### config.mk
export PLATFORM = sky130hd
export DESIGN_NAME = flash_burst_reader
export DESIGN_NICKNAME = d
export VERILOG_FILES = /design/src/rtl/flash_reader_pkg.sv /design/src/rtl/fr_wait_counter.sv /design/src/rtl/flash_burst_reader.sv
export SDC_FILE = /design/constraint.sdc
export NUM_CORES = 1
export LEC_CHECK = 0
export BUFFER_PORTS_ARGS = -buffer_cell sky130_fd_sc_hd__buf_2
export CORE_ASPECT_RATIO = 1.4
export CORE_MARGIN = 8
export CORE_UTILIZATION = 57
export CTS_CLUSTER_SIZE = 12
export DETAILED_ROUTE_END_ITERATION = 16
export GPL_TIMING_DRIVEN = 0
export MAX_ROUTING_LAYER = met4
export PLACE_DENSITY = 0.9
export SYNTH_ARGS = -nofsm -noshare
export SYNTH_HDL_FRONTEND = slang
export SYNTH_HIERARCHICAL = 1
export SYNTH_SLANG_ARGS = --single-unit
### constraint.sdc
create_clock -name CLK -period 3 [get_ports CLK]
set_input_delay 0.3 -clock CLK [delete_from_list [all_inputs] [get_ports CLK]]
set_output_delay 0.3 -clock CLK [all_outputs]
set_load 0.02 [all_outputs]
### src/rtl/flash_reader_pkg.sv
// Shared state encoding, default timing and counter sizing for the
// burst flash reader.
package flash_reader_pkg;

    typedef enum logic [2:0] {
        IDLE,
        SETUP,
        ACCESS,
        OUTPUT,
        RECOVER
    } state_e;

    localparam int DEF_T_SETUP   = 1;
    localparam int DEF_T_ACCESS  = 3;
    localparam int DEF_T_RECOVER = 2;

    function automatic int cnt_width(input int a, input int b, input int c);
        int m;
        m = a;
        if (b > m) m = b;
        if (c > m) m = c;
        return $clog2(m + 1);
    endfunction

endpackage

### src/rtl/fr_wait_counter.sv
// Loadable down-counter; last is high on the final cycle of a loaded wait.
module fr_wait_counter #(
    parameter int W = 2
) (
    input  logic         clk,
    input  logic         reset,
    input  logic         load,
    input  logic [W-1:0] value,
    output logic         last
);

    logic [W-1:0] cnt_q, cnt_d;

    always_comb begin
        cnt_d = cnt_q;
        if (load)
            cnt_d = value;
        else if (cnt_q != '0)
            cnt_d = cnt_q - W'(1);
    end

    always_ff @(posedge clk) begin
        if (reset) cnt_q <= '0;
        else       cnt_q <= cnt_d;
    end

    assign last = (cnt_q == W'(1));

endmodule

### src/rtl/flash_burst_reader.sv
// Burst reader for the parallel flash: generates its own wait states and
// packs BPW bytes per word onto a valid/ready output.
module flash_burst_reader
    import flash_reader_pkg::*;
#(
    parameter int ADDR_W    = 23,
    parameter int DATA_W    = 8,
    parameter int BPW       = 4,
    parameter int LEN_W     = 8,
    parameter int T_SETUP   = DEF_T_SETUP,
    parameter int T_ACCESS  = DEF_T_ACCESS,
    parameter int T_RECOVER = DEF_T_RECOVER
) (
    input  logic                  CLK,
    input  logic                  reset,
    input  logic                  start,
    input  logic [ADDR_W-1:0]     start_addr,
    input  logic [LEN_W-1:0]      burst_len,
    output logic                  busy,
    output logic                  done,
    output logic [ADDR_W-1:0]     flash_addr,
    output logic                  flash_ce_n,
    output logic                  flash_oe_n,
    input  logic [DATA_W-1:0]     flash_rdata,
    output logic [DATA_W*BPW-1:0] word_data,
    output logic                  word_valid,
    input  logic                  word_ready
);

    localparam int CW = cnt_width(T_SETUP, T_ACCESS, T_RECOVER);
    localparam int IW = (BPW > 1) ? $clog2(BPW) : 1;

    state_e                  state_q, state_d;
    logic [ADDR_W-1:0]       addr_q, addr_d;
    logic [LEN_W-1:0]        words_q, words_d;
    logic [IW-1:0]           idx_q, idx_d;
    logic [DATA_W*BPW-1:0]   word_q, word_d;
    logic                    done_q, done_d;
    logic                    cnt_load;
    logic [CW-1:0]           cnt_value;
    logic                    cnt_last;

    fr_wait_counter #(.W(CW)) u_wait (
        .clk   (CLK),
        .reset (reset),
        .load  (cnt_load),
        .value (cnt_value),
        .last  (cnt_last)
    );

    always_comb begin
        state_d   = state_q;
        addr_d    = addr_q;
        words_d   = words_q;
        idx_d     = idx_q;
        word_d    = word_q;
        done_d    = 1'b0;
        cnt_load  = 1'b0;
        cnt_value = CW'(T_ACCESS);
        unique case (state_q)
            IDLE: begin
                if (start) begin
                    if (burst_len != '0) begin
                        addr_d    = start_addr;
                        words_d   = burst_len;
                        idx_d     = '0;
                        state_d   = SETUP;
                        cnt_load  = 1'b1;
                        cnt_value = CW'(T_SETUP);
                    end else begin
                        done_d = 1'b1;
                    end
                end
            end
            SETUP: begin
                if (cnt_last) begin
                    state_d  = ACCESS;
                    cnt_load = 1'b1;
                end
            end
            ACCESS: begin
                if (cnt_last) begin
                    word_d[int'(idx_q)*DATA_W +: DATA_W] = flash_rdata;
                    if (idx_q != IW'(BPW - 1)) begin
                        idx_d    = idx_q + IW'(1);
                        addr_d   = addr_q + ADDR_W'(1);
                        cnt_load = 1'b1;
                    end else begin
                        state_d = OUTPUT;
                    end
                end
            end
            OUTPUT: begin
                if (word_ready) begin
                    words_d  = words_q - LEN_W'(1);
                    addr_d   = addr_q + ADDR_W'(1);
                    idx_d    = '0;
                    cnt_load = 1'b1;
                    if (words_q == LEN_W'(1)) begin
                        state_d   = RECOVER;
                        cnt_value = CW'(T_RECOVER);
                    end else begin
                        state_d   = SETUP;
                        cnt_value = CW'(T_SETUP);
                    end
                end
            end
            RECOVER: begin
                if (cnt_last) begin
                    state_d = IDLE;
                    done_d  = 1'b1;
                end
            end
            default: state_d = IDLE;
        endcase
    end

    always_ff @(posedge CLK) begin
        if (reset) begin
            state_q <= IDLE;
            addr_q  <= '0;
            words_q <= '0;
            idx_q   <= '0;
            word_q  <= '0;
            done_q  <= 1'b0;
        end else begin
            state_q <= state_d;
            addr_q  <= addr_d;
            words_q <= words_d;
            idx_q   <= idx_d;
            word_q  <= word_d;
            done_q  <= done_d;
        end
    end

    assign busy       = (state_q != IDLE);
    assign done       = done_q;
    assign flash_addr = addr_q;
    assign flash_ce_n = !((state_q == SETUP) || (state_q == ACCESS));
    assign flash_oe_n = (state_q != ACCESS);
    assign word_data  = word_q;
    assign word_valid = (state_q == OUTPUT);

endmodule

==> results.py, run 1 <==
metrics = {
    "drt": {
        "wl_per_cell_um": 17.1,
        "dr_total_vias": 4287,
        "ant_nets": 0,
        "vias_per_cell": 6.05,
        "first_pass_iters": 5,
        "route.detailed.drc": 0,
        "totalWireLength_um": 12100,
        "drt_iter0_markers": 330,
    },
    "timing": {
        "clock_skew_ps": 18.5,
        "period_minus_slack_ps": 2320,
        "worst_pin_slew_ps": 976,
        "holdWs_ps": 200,
        "finalCritPeriodShare_pct": 77.2,
        "fin_tns_setup_ps": 0,
        "rsz0062_at_grt": "no",
        "hold_violations": 0,
        "drv_slew": 0,
        "postLayoutSetupSlackWorst_ps": 684,
        "fmax_ghz": 0.432,
        "slew_headroom_pct": 34.8,
        "setup_violations": 0,
    },
    "clock_tree": {
        "path_clk_slew_ps": 90,
        "root_buffer": "clkbuf_8",
        "clockBufferDepth": 2,
        "worstSkewPairLatency_ps": 370,
        "cts_resized": 0,
        "htreeDepth": 3,
        "cts_setup_buffers": 0,
        "cts_hold_buffers": 0,
        "clock_sinks": 71,
        "cts_tree": "yes",
        "numCtsBuffers": 9,
    },
    "finish": {
        "layout_common_cells": "buf_2, nand2_1, a21oi_1",
        "final_common_cell": "buf_2",
        "drive_gt1_share_pct": 26.5,
        "synthToLayoutAreaGrowth_pct": 21.3,
        "utilization_pct": 69.7,
        "diodes": 0,
        "nets": 663,
        "instances_no_fill": 709,
    },
    "synthesis": {
        "synth_edf_count": 0,
        "syn_area_per_cell_um2": 7.94,
        "synth_nets": 550,
        "netlist_instances": 496,
        "synth_cell_types": 67,
        "yosys_register_bits": 71,
        "synth-main-ff-cell": "dfxtp_1",
        "synthArstFlopShare_pct": 0,
        "netlist_area_um2": 3940,
        "seq_area_frac_synth_pct": 36.1,
        "yosys_warnings": 6,
    },
    "power": {
        "p_leak_nw": 1.98,
        "power.density_nw_per_um2": 882,
        "ir_worst_vdd_uv": 563,
    },
    "setup_path": {
        "critPathLaunchType": "flip-flop",
        "cp-end-kind": "flip-flop",
        "worstPathRequired_ps": 3290,
        "critical_path.cell_chain": "inv_1, ha_1, nor3b_1, nand3_1, a21oi_1",
        "criticalPathCategory": "flip-flop to flip-flop",
        "crit_fanout": 8,
        "worst_ep_arrival_time_ps": 2600,
        "slowest_delay_ps": 810,
        "cp_slowest_cell": "nor3b_1",
    },
    "grt": {
        "grt.total_usage_pct": 25.2,
        "grt_start_max_net_pins": 13,
        "grt_pass1_wl_um": 19700,
        "antenna_found_initial": 0,
        "grt_pass1_vias": 4195,
        "grt_overflow": 0,
    },
    "placed_design": {
        "dp.cells": 693,
        "gp_congestion": 0.965,
        "portBuffers": 102,
        "dp_hpwl_um": 8860,
        "place_ws_ps": 847,
    },
    "die": {
        "floorplan.initialDensity_pct": 57.5,
        "die_y_um": 114,
        "chipWidth_um": 86.2,
        "dieArea_um2": 9860,
        "fp.coreArea_um2": 6850,
        "ioPinCount": 103,
        "rows": 36,
    },
    "flow_run": {
        "maxCapViolCount": 0,
    },
    "hold_path": {
        "hp-class": "input pin to flip-flop",
    },
    "status": {
        "status": "complete, no violations",
    },
}
[per-layer routing]
metal | global-route usage, % | wire length (um) | vias to the layer above
met4 | 14.8 | 416 | 0
met1 | 26.8 | 4730 | 2006
met5 | - | 0 | -
li1 | - | - | 2025
met3 | 4.96 | 876 | 39
met2 | 42.5 | 6070 | 217
[sequential cells by signal, summed over array words and instances (netlist names)]
| name | cells |
|---|---|
| u_wait/cnt_q | 2 |
| state_q | 3 |
| done | 1 |
| words_q | 8 |
| word_data | 32 |
| flash_addr | 23 |
| idx_q | 2 |
[final cells by class]
type	instances	area [um^2]
Multi-Input combinational cell	385	2310
Sequential cell	71	1420
Clock inverter	5	56.3
Clock buffer	11	151
Timing Repair Buffer	102	510
Tap cell	95	119
Fill cell	615	2070
Buffer	29	164
Inverter	11	41.3
[cells by family (layout without fill, tap and decap cells)]
logic type,count (synthesis),after routing,share of synthesized area [%]
simple gates,223,223,30.0
fa+ha+maj,11,11,3.50
buf+inv,40,158,5.21
compound gates,149,149,24.7
flops,71,71,36.1
xor+xnor,2,2,0.445
[path summary, 6_finish.rpt]
check                                    from       endpoint  slack, ps  cells after the start
worst max-delay path                 idx_q[0]   word_data[4]        680                      5
worst max register to register       idx_q[0]   word_data[4]        680                      5
worst min-delay path            start_addr[0]  flash_addr[0]        200                      3
worst min register to register   word_data[7]   word_data[7]        450                      2
[Yosys cell counts (2+ instances only)]
master	number	share of area (%)
a211oi_1	8	1.5
a21o_1	3	0.57
a21oi_1	75	9.5
a21oi_2	2	0.45
a22o_1	2	0.45
a22oi_1	2	0.38
a311oi_2	2	0.76
a31oi_1	6	0.95
a32o_1	3	0.76
and2_1	4	0.64
and2b_1	3	0.57
and3_1	5	0.79
and4_1	3	0.67
buf_2	5	0.64
buf_4	5	0.95
buf_6	4	1.1
clkbuf_1	15	1.4
dfxtp_1	71	36
ha_1	11	3.5
inv_1	9	0.86
nand2_1	81	7.7
nand2b_1	7	1.1
nand3_1	39	5.0
nand3b_1	2	0.38
nand4_1	7	1.1
nor2_1	26	2.5
nor2b_1	4	0.64
nor3_1	16	2.0
nor3_2	3	0.76
nor3b_1	6	1.1
nor4_2	3	0.95
o21ai_0	17	2.2
o21ai_1	4	0.51
o221a_2	2	0.57
o22ai_1	3	0.48
o32ai_1	5	1.1
o32ai_2	2	0.83
or2_1	2	0.32
[where the power goes]
group / internal (mW) / total (mW) / switching [mW]
Sequential: 1.13 / 1.40 / 0.261
Clock: 0.428 / 0.807 / 0.380
Combinational: 0.763 / 2.01 / 1.24
Total: 2.33 / 4.21 / 1.88
[critical path, delay by kind of cell, from the launching register on]
family          cells  cell delay, ps
flops               1             470
simple gates        2            1000
compound gates      1             190
fa+ha+maj           1             400
buf+inv             1             180
[through the flow]
stage / total power, mW / area, um^2
2_1_floorplan: 2.81 / 3940
3_3_place_gp: 3.29 / 4570
3_5_place_dp: 3.37 / 4570
4_1_cts: 4.17 / 4770
5_1_grt: 4.47 / 4770
6_report: 4.21 / 4770
(Power assumes the default switching activity.)
==> inputs of run 2 (changes only) <==
--- a/config.mk
+++ b/config.mk
@@ -5,15 +5,16 @@
 export SDC_FILE = /design/constraint.sdc
 export NUM_CORES = 1
 export LEC_CHECK = 0
+export ABC_AREA = 1
 export BUFFER_PORTS_ARGS = -buffer_cell sky130_fd_sc_hd__buf_2
 export CORE_ASPECT_RATIO = 1.4
 export CORE_MARGIN = 8
-export CORE_UTILIZATION = 57
+export CORE_UTILIZATION = 54
 export CTS_CLUSTER_SIZE = 12
 export DETAILED_ROUTE_END_ITERATION = 16
 export GPL_TIMING_DRIVEN = 0
 export MAX_ROUTING_LAYER = met4
-export PLACE_DENSITY = 0.9
+export PLACE_DENSITY = 0.86
 export SYNTH_ARGS = -nofsm -noshare
 export SYNTH_HDL_FRONTEND = slang
 export SYNTH_HIERARCHICAL = 1
==> constraint.sdc (replaced) <==
create_clock -name CLK -period 2.4 [get_ports CLK]
set_input_delay 0.24 -clock CLK [delete_from_list [all_inputs] [get_ports CLK]]
set_output_delay 0.24 -clock CLK [all_outputs]
set_load 0.02 [all_outputs]
==> results.py, run 2 <==
metrics = {
    "synthesis": {
        "synthArstFlopShare_pct": 0,
        "synth_largest_area_cell": "dfxtp_1",
        "synth_cell_types": 32,
        "synthXorXnorAreaFrac_pct": 0.214,
        "yosys_register_bits": 71,
        "synth_commonest_cells": "nand2_1, nor2_1, dfxtp_1, inv_1, a21oi_1",
        "synth_top_family_by_area": "simple AND/OR/NAND/NOR gates",
        "synthSimpleGateAreaFrac_pct": 35.7,
        "muxShareOfSynthArea_pct": 0,
        "netlist_area_um2": 4090,
        "yosys_warnings": 6,
        "syn_area_per_cell_um2": 6.35,
        "netlist_instances": 645,
        "synth_top_area_share_pct": 34.7,
        "synthTopCellsByArea": "dfxtp_1, nand2_1, nor2_1",
        "synthAdderAreaFrac_pct": 3.36,
        "synth_compound_area_share_pct": 16.8,
        "yosysMostFrequentCell": "nand2_1",
        "synth_nets": 699,
        "seq_area_frac_synth_pct": 34.7,
        "synth-main-ff-cell": "dfxtp_1",
        "synth_edf_count": 0,
    },
    "die": {
        "floorplan.initialDensity_pct": 55.6,
        "ioPinCount": 103,
        "die_y_um": 119,
        "chipWidth_um": 89.6,
        "dieArea_um2": 10700,
        "rows": 37,
        "fp.coreArea_um2": 7360,
    },
    "finish": {
        "n_fill_cell": 676,
        "layout_common_cells": "nand2_1, buf_2, nor2_1",
        "drive_gt1_share_pct": 19.1,
        "fin_area_um2": 4970,
        "instances_no_fill": 860,
        "nets": 812,
        "final_common_cell": "nand2_1",
        "diodes": 0,
        "largest_reg_flops": 32,
        "synthToLayoutAreaGrowth_pct": 21.4,
    },
    "setup_path": {
        "criticalPathCategory": "flip-flop to flip-flop",
        "r2r-end": "word_data[25]",
        "crit_fanout": 12,
        "worstPathRequired_ps": 2680,
        "reg2reg_depth": 7,
        "worst_ep_arrival_time_ps": 2590,
        "ff2ff_setup_slack_ps": 90,
        "critPathLaunchType": "flip-flop",
        "cp-end-kind": "flip-flop",
        "reg2reg_from": "idx_q[0]",
    },
    "drt": {
        "totalWireLength_um": 12700,
        "drt_iter0_markers": 261,
        "vias_per_cell": 5.48,
        "dr_total_vias": 4711,
        "ant_nets": 0,
        "wl_per_cell_um": 14.8,
        "first_pass_iters": 5,
        "route.detailed.drc": 0,
    },
    "clock_tree": {
        "path_clk_slew_ps": 80,
        "cts_setup_buffers": 0,
        "clock_sinks": 71,
        "clockBufferDepth": 2,
        "cts_tree": "yes",
        "root_buffer": "clkbuf_8",
        "htreeDepth": 3,
        "numCtsBuffers": 9,
        "worstSkewPairLatency_ps": 360,
    },
    "power": {
        "combPwrFrac_pct": 51.1,
        "power.density_nw_per_um2": 1250,
        "power.internal_mw": 3.20,
        "power_frac_seq_pct": 30.0,
        "p_clk_share_pct": 18.9,
        "ir_worst_vdd_uv": 675,
        "p_leak_nw": 2.22,
        "switchingPower_mw": 3.00,
        "swShare_pct": 48.4,
    },
    "flow_run": {
        "maxCapViolCount": 0,
    },
    "timing": {
        "hold_violations": 0,
        "fmax_ghz": 0.434,
        "setup_violations": 0,
        "worst_pin_slew_ps": 614,
        "slew_headroom_pct": 59.1,
        "drv_slew": 0,
        "finalCritPeriodShare_pct": 96.1,
        "rsz0062_at_grt": "no",
        "period_minus_slack_ps": 2310,
        "holdWs_ps": 169,
        "clock_skew_ps": 7.07,
    },
    "hold_path": {
        "hp-class": "input pin to flip-flop",
        "min_from": "burst_len[6]",
        "hold_end": "words_q[6]",
        "min_path_cells": 3,
    },
    "grt": {
        "grt_start_max_net_pins": 13,
        "grt.total_usage_pct": 24.8,
        "grt_pass1_vias": 4561,
        "antenna_found_initial": 0,
        "grt_pass1_wl_um": 20500,
        "grt_overflow": 0,
    },
    "placed_design": {
        "portBuffers": 102,
        "gp_congestion": 0.993,
        "placed_area_um2": 4720,
        "dp.cells": 844,
        "dp_hpwl_um": 9780,
    },
    "status": {
        "status": "complete, no violations",
    },
}
==> run 2: cells by family after synthesis <==
| family | after synthesis |
|---|---|
| AOI/OAI and AO/OA | 126 |
| xor gates and xnor gates | 1 |
| adders and majority gates | 11 |
| buffers and inverters | 92 |
| DFF | 71 |
| and+or+nand+nor | 344 |
==> run 2: through the flow <==
step                      setup WS, ps  util, %  total power, mW  setup TNS [ps]
final                             93.6     67.5             6.20               0
after global routing              16.4     67.5             6.70               0
after CTS                         41.3     67.4             6.18               0
after detailed placement         -2.86     64.2             5.01           -2.86
after global placement            83.9     64.2             4.90               0
after floorplan                    466        -             4.08               0
==> run 2: how the worst max path moves through the flow <==
stage	start	to	slack, ps	cells past startpoint
detailed placement	idx_q[0]	word_data[13]	-3	8
global route	idx_q[0]	word_data[25]	20	7
CTS	idx_q[0]	word_data[25]	40	7
global placement	idx_q[0]	word_data[14]	80	8
floorplan	idx_q[0]	word_data[13]	470	8
finish	idx_q[0]	word_data[25]	90	7
==> run 2: final cells by class <==
class | count | area, um^2 | area share (%)
Timing Repair Buffer | 102 | 510 | 10.3
Clock inverter | 5 | 106 | 2.14
Sequential cell | 71 | 1420 | 28.6
Tap cell | 97 | 121 | 2.44
Buffer | 28 | 138 | 2.77
Clock buffer | 11 | 131 | 2.64
Multi-Input combinational cell | 482 | 2300 | 46.3
Inverter | 64 | 240 | 4.84
==> run 2: power by group through the flow <==
stage	sequential, mW	combinational, mW	clock [mW]
floorplan	2.02	2.07	0
global placement	1.86	3.04	0
detailed placement	1.88	3.14	0
CTS	1.85	3.15	1.18
global route	1.91	3.57	1.22
finish	1.86	3.17	1.17
==> run 2: what timing repair did <==
item / CTS / global route
gates resized for setup: 1 / 3
setup endpoints to repair: 2 / 14
hold buffers: 0 / 0
==> run 2: per-layer routing <==
| layer | part of all wire [%] | GRT usage (%) |
|---|---|---|
| met5 | 0 | - |
| met4 | 4.3 | 15.6 |
| met1 | 38 | 26.7 |
| met2 | 50 | 40.9 |
| met3 | 7.5 | 3.72 |
==> run 2: critical path, cell delays in order (launching register included) <==
cell      delay [ps]
dfxtp_1          530
inv_1            100
clkbuf_2         240
ha_1             350
nor2_1           340
inv_1            120
or3_1            400
a21oi_1          140
==> inputs of run 3 (changes only) <==
--- a/config.mk
+++ b/config.mk
@@ -8,7 +8,7 @@
 export ABC_AREA = 1
 export BUFFER_PORTS_ARGS = -buffer_cell sky130_fd_sc_hd__buf_2
 export CORE_ASPECT_RATIO = 1.4
-export CORE_MARGIN = 8
+export CORE_MARGIN = 2
 export CORE_UTILIZATION = 54
 export CTS_CLUSTER_SIZE = 12
 export DETAILED_ROUTE_END_ITERATION = 16
==> results.py, run 3 (synthesis results as in run 2) <==
metrics = {
    "clock_tree": {
        "htreeDepth": 3,
        "cts_setup_buffers": 0,
        "cts_resized": 1,
        "root_buffer": "clkbuf_8",
        "path_clk_slew_ps": 80,
        "clock_sinks": 71,
        "cts_hold_buffers": 0,
        "cts_tree": "yes",
        "numCtsBuffers": 9,
        "clockBufferDepth": 2,
        "worstSkewPairLatency_ps": 360,
    },
    "finish": {
        "regArea_um2": 1420,
        "synthToLayoutAreaGrowth_pct": 20.8,
        "layout_common_cells": "nand2_1, buf_2, nor2_1",
        "n_fill_cell": 689,
        "final_common_cell": "nand2_1",
        "drive_gt1_share_pct": 19.4,
        "multi_input_area_um2": 2300,
        "fin_area_um2": 4940,
        "diodes": 0,
        "nets": 812,
        "largest_reg_flops": 32,
    },
    "setup_path": {
        "critPathLaunchType": "flip-flop",
        "cp-end-kind": "flip-flop",
        "critical_path.cell_chain": "inv_1, clkbuf_1, ha_1, nor2_2, inv_1, or3_1, a21oi_1",
        "ff2ff_setup_slack_ps": 240,
        "slowest_delay_ps": 410,
        "cp_slowest_cell": "clkbuf_1",
        "criticalPathCategory": "flip-flop to flip-flop",
        "reg2reg_from": "idx_q[0]",
        "worst_ep_arrival_time_ps": 2440,
        "r2r-end": "word_data[25]",
        "crit_top_cell": "inv_1",
        "crit_fanout": 12,
        "reg2reg_depth": 7,
        "worstPathRequired_ps": 2680,
    },
    "die": {
        "dieArea_um2": 8300,
        "ioPinCount": 103,
        "die_y_um": 107,
        "chipWidth_um": 77.6,
        "fp.coreArea_um2": 7360,
        "floorplan.initialDensity_pct": 55.6,
        "rows": 37,
    },
    "hold_path": {
        "min_from": "reset",
        "hold_end": "u_wait/cnt_q[0]",
        "min_path_cells": 4,
        "hp-class": "input pin to flip-flop",
    },
    "timing": {
        "postLayoutSetupSlackWorst_ps": 240,
        "finalCritPeriodShare_pct": 90.0,
        "period_minus_slack_ps": 2160,
        "fmax_ghz": 0.463,
        "worst_pin_slew_ps": 596,
        "drv_slew": 0,
        "clock_skew_ps": 10.6,
        "setup_violations": 0,
        "slew_headroom_pct": 60.0,
        "rsz0062_at_grt": "no",
        "hold_violations": 0,
    },
    "power": {
        "swShare_pct": 49.2,
        "p_clk_share_pct": 17.3,
        "p_leak_nw": 2.20,
        "ir_worst_vdd_uv": 758,
        "power.density_nw_per_um2": 1230,
        "combPwrFrac_pct": 52.1,
        "power_frac_seq_pct": 30.7,
        "switchingPower_mw": 2.99,
        "power.internal_mw": 3.09,
    },
    "grt": {
        "grt_pass1_vias": 4345,
        "grt_start_max_net_pins": 13,
        "grt_pass1_wl_um": 19300,
        "grt.total_usage_pct": 30.0,
        "antenna_found_initial": 0,
        "grt_overflow": 0,
    },
    "placed_design": {
        "gp_congestion": 0.984,
        "placed_area_um2": 4720,
        "dp_hpwl_um": 9100,
        "place_ws_ps": -3.80,
        "portBuffers": 102,
    },
    "drt": {
        "ant_nets": 0,
        "dr_total_vias": 4710,
        "totalWireLength_um": 12000,
        "drt_iter0_markers": 276,
        "route.detailed.drc": 0,
        "wl_per_cell_um": 14.0,
        "first_pass_iters": 5,
        "vias_per_cell": 5.48,
    },
    "flow_run": {
        "maxCapViolCount": 0,
    },
    "status": {
        "status": "complete, no violations",
    },
}
==> run 3: how the worst max path moves through the flow <==
stage,cells past startpoint,end,startpoint
2_1_floorplan,8,word_data[13],idx_q[0]
6_report,7,word_data[25],idx_q[0]
3_5_place_dp,8,word_data[14],idx_q[0]
5_1_grt,14,u_wait/cnt_q[1],state_q[2]
3_3_place_gp,8,word_data[14],idx_q[0]
4_1_cts,8,word_data[14],idx_q[0]
==> run 3: through the flow <==
step           cells  utilization, %  TNS (ps)  power [mW]  hold slack [ps]
4_1_cts          860            67.1         0        6.03              154
2_1_floorplan    645               -         0        4.08              393
5_1_grt          860            67.2         0        6.56              155
3_3_place_gp     844            64.2         0        4.87              442
3_5_place_dp     844            64.2     -3.80        4.98              442
6_report         860            67.2         0        6.07              172
==> run 3: critical path: cells and delay by family, from the launching register on <==
family          cells  cell delay [ps]
compound gates      1              140
fa+ha+maj           1              340
buf+inv             3              590
simple gates        2              620
flops               1              380
==> run 3: cell type report <==
type | instances | share of cell area (%)
multi-input combinational | 482 | 46.5
sequential | 71 | 28.8
timing repair buffer | 102 | 10.3
inverter | 64 | 4.86
buffer | 28 | 2.76
clock buffer | 10 | 2.58
tap | 97 | 2.45
clock inverter | 6 | 1.72
==> run 3: routing by layer <==
layer	global-route usage, %	up-vias	part of all wire [%]
li1	-	2335	-
met1	31.6	2105	38
met2	51.8	219	50
met3	5.39	51	6.7
met4	18.8	0	4.9
met5	-	-	0
==> run 3: power by group through the flow <==
stage               Clock, mW  Sequential (mW)  Combinational, mW
finish                   1.05             1.86               3.16
global route             1.12             1.91               3.54
CTS                      1.06             1.85               3.12
detailed placement          0             1.87               3.11
global placement            0             1.86               3.02
floorplan                   0             2.02               2.07
